**src/rtl/frame_capture_ctrl.sv**
```systemverilog
// frame_capture_ctrl: sequences one-frame captures into the binarized frame
// buffer (port A), then hands the frozen buffer to the QR scanner (port B
// owner select plus start/done handshake with timeout).
module frame_capture_ctrl #(
    parameter int unsigned WIDTH          = 480,
    parameter int unsigned HEIGHT         = 480,
    parameter int unsigned MAX_RETRY      = 3,
    parameter int unsigned TIMEOUT_CYCLES = 2_000_000
) (
    input  logic        clk_in,
    input  logic        rst_in,
    input  logic        capture_in,
    input  logic        continuous_in,
    input  logic        frame_done_in,
    input  logic        data_valid_in,
    input  logic [10:0] hcount_in,
    input  logic [9:0]  vcount_in,
    output logic        we_out,
    output logic [17:0] addr_out,
    output logic        rd_owner_out,
    output logic        scan_start_out,
    input  logic        scan_done_in,
    output logic        busy_out,
    output logic        short_frame_out,
    output logic        timeout_out,
    output logic [7:0]  frames_out
);

    localparam int unsigned AW  = 18;
    localparam int unsigned CW  = 18;
    localparam int unsigned TW  = 22;
    localparam int unsigned FW  = 8;
    localparam int unsigned RW  = (MAX_RETRY == 0) ? 1 : $clog2(MAX_RETRY + 1);
    localparam int unsigned PIX = WIDTH * HEIGHT;

    typedef enum logic [2:0] {
        S_IDLE,
        S_ARMED,
        S_CAPTURE,
        S_CHECK,
        S_SCAN
    } state_t;

    state_t        r_state;
    logic [CW-1:0] r_count;
    logic [TW-1:0] r_tmo;
    logic [RW-1:0] r_retry;
    logic          r_we;
    logic [AW-1:0] r_addr;
    logic          r_rd_owner;
    logic          r_scan_start;
    logic          r_busy;
    logic          r_short;
    logic          r_timeout;
    logic [FW-1:0] r_frames;

    logic          w_in_range;
    logic          w_pix_write;
    logic [AW-1:0] w_addr;
    logic          w_count_full;
    logic          w_count_sat;
    logic          w_tmo_last;
    logic          w_retry_left;

    // Pixel qualification and linear address (full 18-bit arithmetic)
    assign w_in_range   = data_valid_in
                          && (32'(hcount_in) < WIDTH)
                          && (32'(vcount_in) < HEIGHT);
    assign w_pix_write  = (r_state == S_CAPTURE) && w_in_range;
    assign w_addr       = AW'(hcount_in) + AW'(WIDTH) * AW'(vcount_in);
    assign w_count_full = (r_count == CW'(PIX));
    assign w_count_sat  = &r_count;
    assign w_tmo_last   = (r_tmo == TW'(TIMEOUT_CYCLES - 1));
    assign w_retry_left = (r_retry < RW'(MAX_RETRY));

    // Port-A write strobe and address, one cycle behind the pixel
    always_ff @(posedge clk_in) begin
        if (rst_in) begin
            r_we   <= 1'b0;
            r_addr <= '0;
        end else begin
            r_we   <= w_pix_write;
            r_addr <= w_addr;
        end
    end

    // In-range pixel counter: cleared at the aligning frame boundary, saturates
    always_ff @(posedge clk_in) begin
        if (rst_in) begin
            r_count <= '0;
        end else if ((r_state == S_ARMED) && frame_done_in) begin
            r_count <= '0;
        end else if (w_pix_write && !w_count_sat) begin
            r_count <= r_count + CW'(1);
        end
    end

    // Scan timeout counter: runs only while the scanner owns the buffer
    always_ff @(posedge clk_in) begin
        if (rst_in || (r_state != S_SCAN)) begin
            r_tmo <= '0;
        end else begin
            r_tmo <= r_tmo + TW'(1);
        end
    end

    // Capture/scan sequencer with registered status and handshake outputs
    always_ff @(posedge clk_in) begin
        if (rst_in) begin
            r_state      <= S_IDLE;
            r_retry      <= '0;
            r_rd_owner   <= 1'b0;
            r_scan_start <= 1'b0;
            r_busy       <= 1'b0;
            r_short      <= 1'b0;
            r_timeout    <= 1'b0;
            r_frames     <= '0;
        end else begin
            r_scan_start <= 1'b0;
            case (r_state)
                S_IDLE: begin
                    if (capture_in || continuous_in) begin
                        r_state   <= S_ARMED;
                        r_busy    <= 1'b1;
                        r_short   <= 1'b0;
                        r_timeout <= 1'b0;
                        r_retry   <= '0;
                    end
                end
                S_ARMED: begin
                    // wait for a boundary so the capture starts on a whole frame
                    if (frame_done_in) begin
                        r_state <= S_CAPTURE;
                    end
                end
                S_CAPTURE: begin
                    if (frame_done_in) begin
                        r_state <= S_CHECK;
                    end
                end
                S_CHECK: begin
                    if (w_count_full) begin
                        r_state      <= S_SCAN;
                        r_scan_start <= 1'b1;
                        r_rd_owner   <= 1'b1;
                        r_frames     <= r_frames + FW'(1);
                    end else if (w_retry_left) begin
                        r_state <= S_ARMED;
                        r_retry <= r_retry + RW'(1);
                    end else begin
                        r_state <= S_IDLE;
                        r_busy  <= 1'b0;
                        r_short <= 1'b1;
                    end
                end
                S_SCAN: begin
                    // done has priority over a coincident expiry
                    if (scan_done_in) begin
                        r_state    <= S_IDLE;
                        r_busy     <= 1'b0;
                        r_rd_owner <= 1'b0;
                    end else if (w_tmo_last) begin
                        r_state    <= S_IDLE;
                        r_busy     <= 1'b0;
                        r_rd_owner <= 1'b0;
                        r_timeout  <= 1'b1;
                    end
                end
                default: begin
                    r_state    <= S_IDLE;
                    r_busy     <= 1'b0;
                    r_rd_owner <= 1'b0;
                end
            endcase
        end
    end

    assign we_out          = r_we;
    assign addr_out        = r_addr;
    assign rd_owner_out    = r_rd_owner;
    assign scan_start_out  = r_scan_start;
    assign busy_out        = r_busy;
    assign short_frame_out = r_short;
    assign timeout_out     = r_timeout;
    assign frames_out      = r_frames;

endmodule

```
**config.mk**
```make
export PLATFORM = sky130hd
export DESIGN_NAME = frame_capture_ctrl
export DESIGN_NICKNAME = d
export VERILOG_FILES = /design/src/rtl/frame_capture_ctrl.sv
export SDC_FILE = /design/constraint.sdc
export NUM_CORES = 1
export LEC_CHECK = 0
export ABC_AREA = 1
export CAP_MARGIN = 20
export CORE_ASPECT_RATIO = 1.4
export CORE_MARGIN = 10
export CORE_UTILIZATION = 39
export CTS_CLUSTER_DIAMETER = 200
export CTS_CLUSTER_SIZE = 10
export DETAILED_ROUTE_END_ITERATION = 6
export PLACE_DENSITY = 0.63
export SYNTH_ARGS = -nofsm -noshare
export SYNTH_HDL_FRONTEND = slang
export SYNTH_SLANG_ARGS = --single-unit
```
**constraint.sdc**
```tcl
create_clock -name clk_in -period 5.53 [get_ports clk_in]
set_input_delay 0.8295 -clock clk_in [delete_from_list [all_inputs] [get_ports clk_in]]
set_output_delay 0.8295 -clock clk_in [all_outputs]
set_load 0.005 [all_outputs]
```
==> results.txt <==
The flow ran to the end, and the final reports show no timing, DRC or antenna violations. The register bit count reported by yosys is between 70 and 80. The routed design could run at a clock period as short as between 4 and 5 ns. The clock transition at the registers of the reported paths came out at 0.06 ns.

For this configuration, the core starts out at a cell density of about 40%. The first-pass GRT wire length came out at approximately 20000 µm. The via count of the first global-routing pass came to 4647. Summed over all nets, the half-perimeter wirelength after detailed placement is 9584 µm.

In this run the tool buffered the top-level ports with between 50 and 60 buffer cells. The relative slew slack came out at approximately 64%. The cell-internal power came out at between 1000 and 1500 µW. The sum of internal, switching and leakage power is just under 2000 µW. The placed instances occupy a cell area of between 0.005 and 0.006 mm².

The number of nets still failing antenna checks after routing is 0. The die area came out at ~0.018 mm². The deepest clock path buffer count is 2. The layout net count is about 890. The number of sinks on the clock net is just under 80. The final routed wirelength across all metal layers came out at ~12000 µm. Dividing total power by cell area gives a power density of roughly 320 mW/mm². The switching portion of total power came out at between 30% and 40%. The element type at the critical path start is an input pin.

The finished layout cell area came out at just over 0.006 mm². The tool flagged a number of max-cap violations equal to 0. The number of buffers inserted to repair setup after CTS came out at 0. The share of layout cells above drive strength 1 is under 10%. The static leakage is ~0.0028 µW. The total number of placement rows came out at about 50. The combinational fraction of design power came out at between 30% and 40%. The netlist uses 32 different library cells. For the pin with the worst max-slew slack, the measured transition is ~0.54 ns. TritonCTS built the clock tree. The total net switching power is around 670 µW.

For this run, the total global-route usage over all layers was measured as 13.96%. The congestion estimate from routability-driven global placement came to between 0.8 and 0.9. The number of buffers created by CTS came out at 9. For this design, the CTS-stage hold fixing added 0 buffers. The first detailed-routing pass took 4 iterations.

The share of the Yosys chip area taken by registers is 30.36%. The pin count of the biggest net entering global routing is 28. The number of DRC markers in iteration 0 is between 100 and 150. Measured along the y axis, the die boundary spans 155.0 µm. Across the routed clock network, the largest skew measured is about 0.013 ns.

The global-route congestion overflow total is 0. The source-to-sink clock delay at the later pin of the worst-skew pair came out at 0.34 ns. After detailed routing, the number of vias per cell comes to between 4 and 5. For this run, the share of the core covered by cells in the final layout is a little under half. The maximum clock frequency is around 0.22 GHz.

The initial antenna violation count came out at 0. The average wire length per cell after detail routing came out at between 10 and 15 µm. CTS built an H-tree with a depth of 3. The mean area per synthesized cell came out at around 6.8 µm².

Registers are responsible for between 30% and 40% of the overall power. The critical path endpoint category is a register. The number of failing setup endpoints in the final timing report came out at 0. Setup repair after global routing left no endpoint under its margin.

The number of filler instances in the final layout came out at 1314. The max-slew violation count is 0. The Yosys step of the flow raised 0 warnings. The CTS root buffer is clkbuf_16. In this run the worst path has a maximum fanout of 5. The setup TNS is 0 ns. The number of hold violations in the final report is 0. IR analysis of the VDD net gives a maximum drop of around 0.00018 V. The fraction of power consumed by the clock network came out at ~32%. In this run the worst hold path is classified as register to register. The required time at the worst-slack endpoint is ~5.8 ns.

The critical path in this run is classified as input pin to register. The synthesized area came out at 0.005077 mm². The worst hold slack across all endpoints is between 0.4 and 0.5 ns. The total of cells resized after clock tree synthesis is 0. The core region area came out at 0.01281 mm².

The synthesized instance count came out at 749. The count of antenna diodes in the layout is 0. The signal arrival time at the worst endpoint is 4.83 ns.

The post-synth net total came out at ~820. For this block, the via count after detailed routing is between 4k and 5k. The area added between synthesis and finish is 21.04%. The number of top-level design ports came out at 60. The width of the die came out at 116.4 µm. The residual DRC count is 0. The final cycle utilization of the critical path came out at 83.02%.
[power groups by stage]
stage               logic, µW  registers, µW  clock network [µW]
CTS                       718            628                 655
global route              823            632                 673
finish                    708            628                 637
global placement          711            641                   0
floorplan                 489            637                   0
detailed placement        715            639                   0
[synthesized netlist by cell type]
library cell  instances  area share (%)
o21a_1                1            0.15
ha_1                 28             6.9
xnor2_1              11             1.9
nor3b_1               7             1.0
fa_1                 18             7.1
o21ai_0              18             1.8
nor2_1               78             5.8
inv_1               139              10
buf_6                 2            0.44
a2bb2oi_1             1            0.17
nor3b_2               1            0.25
clkbuf_1              5            0.37
xor2_1               13             2.2
inv_2                 2            0.15
nand4_1              14             1.7
or2_2                 4            0.49
a21oi_1              62             6.1
nor4_1                3            0.37
a31oi_1               3            0.37
nand4_2               1            0.25
and3_1                1            0.12
nand3b_1              3            0.44
nand2_1             185              14
dfxtp_1              77              30
nand3_2               1            0.20
nand3_1              49             4.8
a211oi_1              2            0.30
nor3_1               15             1.5
nor3_2                2            0.39
buf_1                 1           0.074
nand2_4               1            0.22
clkinv_1              1           0.074
[final timing paths]
kind                                    from      endpoint  slack, ns  cells after the start
worst max register to register    r_state[0]     r_tmo[11]       3.59                      7
worst min register to register      r_tmo[0]      r_tmo[0]       0.45                      1
worst max-delay path            vcount_in[2]  addr_out[17]       0.94                     19
worst min-delay path                r_tmo[0]      r_tmo[0]       0.45                      1
[layer usage]
layer  part of all wire, %  vias to the layer above  track usage (%)
met4                   2.1                        0            5.559
met3                   2.2                       17            2.617
met1                    42                     2115            14.43
met2                    54                       52            26.42
met5                     0                        -                0
li1                      -                     2486                -
[cells by family (layout without fill, tap and decap cells)]
| logic type | count (synthesis) | in the layout | synth area share (%) |
|---|---|---|---|
| buffers and inverters | 150 | 218 | 11.38 |
| adder cells (fa/ha/maj) | 46 | 46 | 14.00 |
| flip-flops | 77 | 77 | 30.36 |
| AO/OA/AOI/OAI | 87 | 87 | 8.872 |
| XOR/XNOR | 24 | 24 | 4.140 |
| AND/OR/NAND/NOR | 365 | 365 | 31.25 |
[worst max-delay path, cell delays in order]
cell,delay (ns)
clkdlybuf4s50_1,0.52
inv_1,0.11
fa_1,0.49
fa_1,0.51
inv_1,0.04
ha_1,0.35
or2_2,0.34
nand2_1,0.09
xnor2_1,0.06
ha_1,0.34
nand2_1,0.09
nor3b_1,0.20
nor2_1,0.10
nor2_1,0.26
nand2_1,0.09
nor2_1,0.20
nand3_1,0.10
nand2_1,0.07
nor2_1,0.04
[cell type report]
type / instances / area [µm²] / share of cell area [%]
multi-input cells: 522 / 2958 / 48.13
flip-flops and latches: 77 / 1541 / 25.08
repair buffers: 60 / 598.1 / 9.731
inverters: 142 / 533.0 / 8.673
clock buffers: 11 / 242.7 / 3.950
well taps: 153 / 191.4 / 3.115
clock inverters: 5 / 81.33 / 1.323
[through the flow]
stage | setup WS, ns | cells
finish | 0.9390 | 970
detailed placement | 0.5709 | 954
global route | 0.6267 | 970
global placement | 0.6907 | 954
floorplan | 1.404 | 749
CTS | 0.9322 | 970
[flip-flops by register name, indices dropped and copies added (netlist names)]
register,flops
timeout_out,1
frames_out,8
addr_out,18
r_retry,2
short_frame_out,1
r_count,18
r_tmo,22
r_state,3
we_out,1
rd_owner_out,1
scan_start_out,1
busy_out,1
[cells in the final DEF, fill, tap and decap left out, drive strengths merged, types with 4 or more instances in the layout]
master,Yosys,routed
a21oi,62,62
clkbuf,5,11
clkdlybuf4s50,0,59
dfxtp,77,77
fa,18,18
ha,28,28
inv,141,142
nand2,186,186
nand3,50,50
nand4,15,15
nor2,78,78
nor3,17,17
nor3b,8,8
o21ai,18,18
or2,4,4
xnor2,11,11
xor2,13,13
Power figures use the tool's default switching activity.
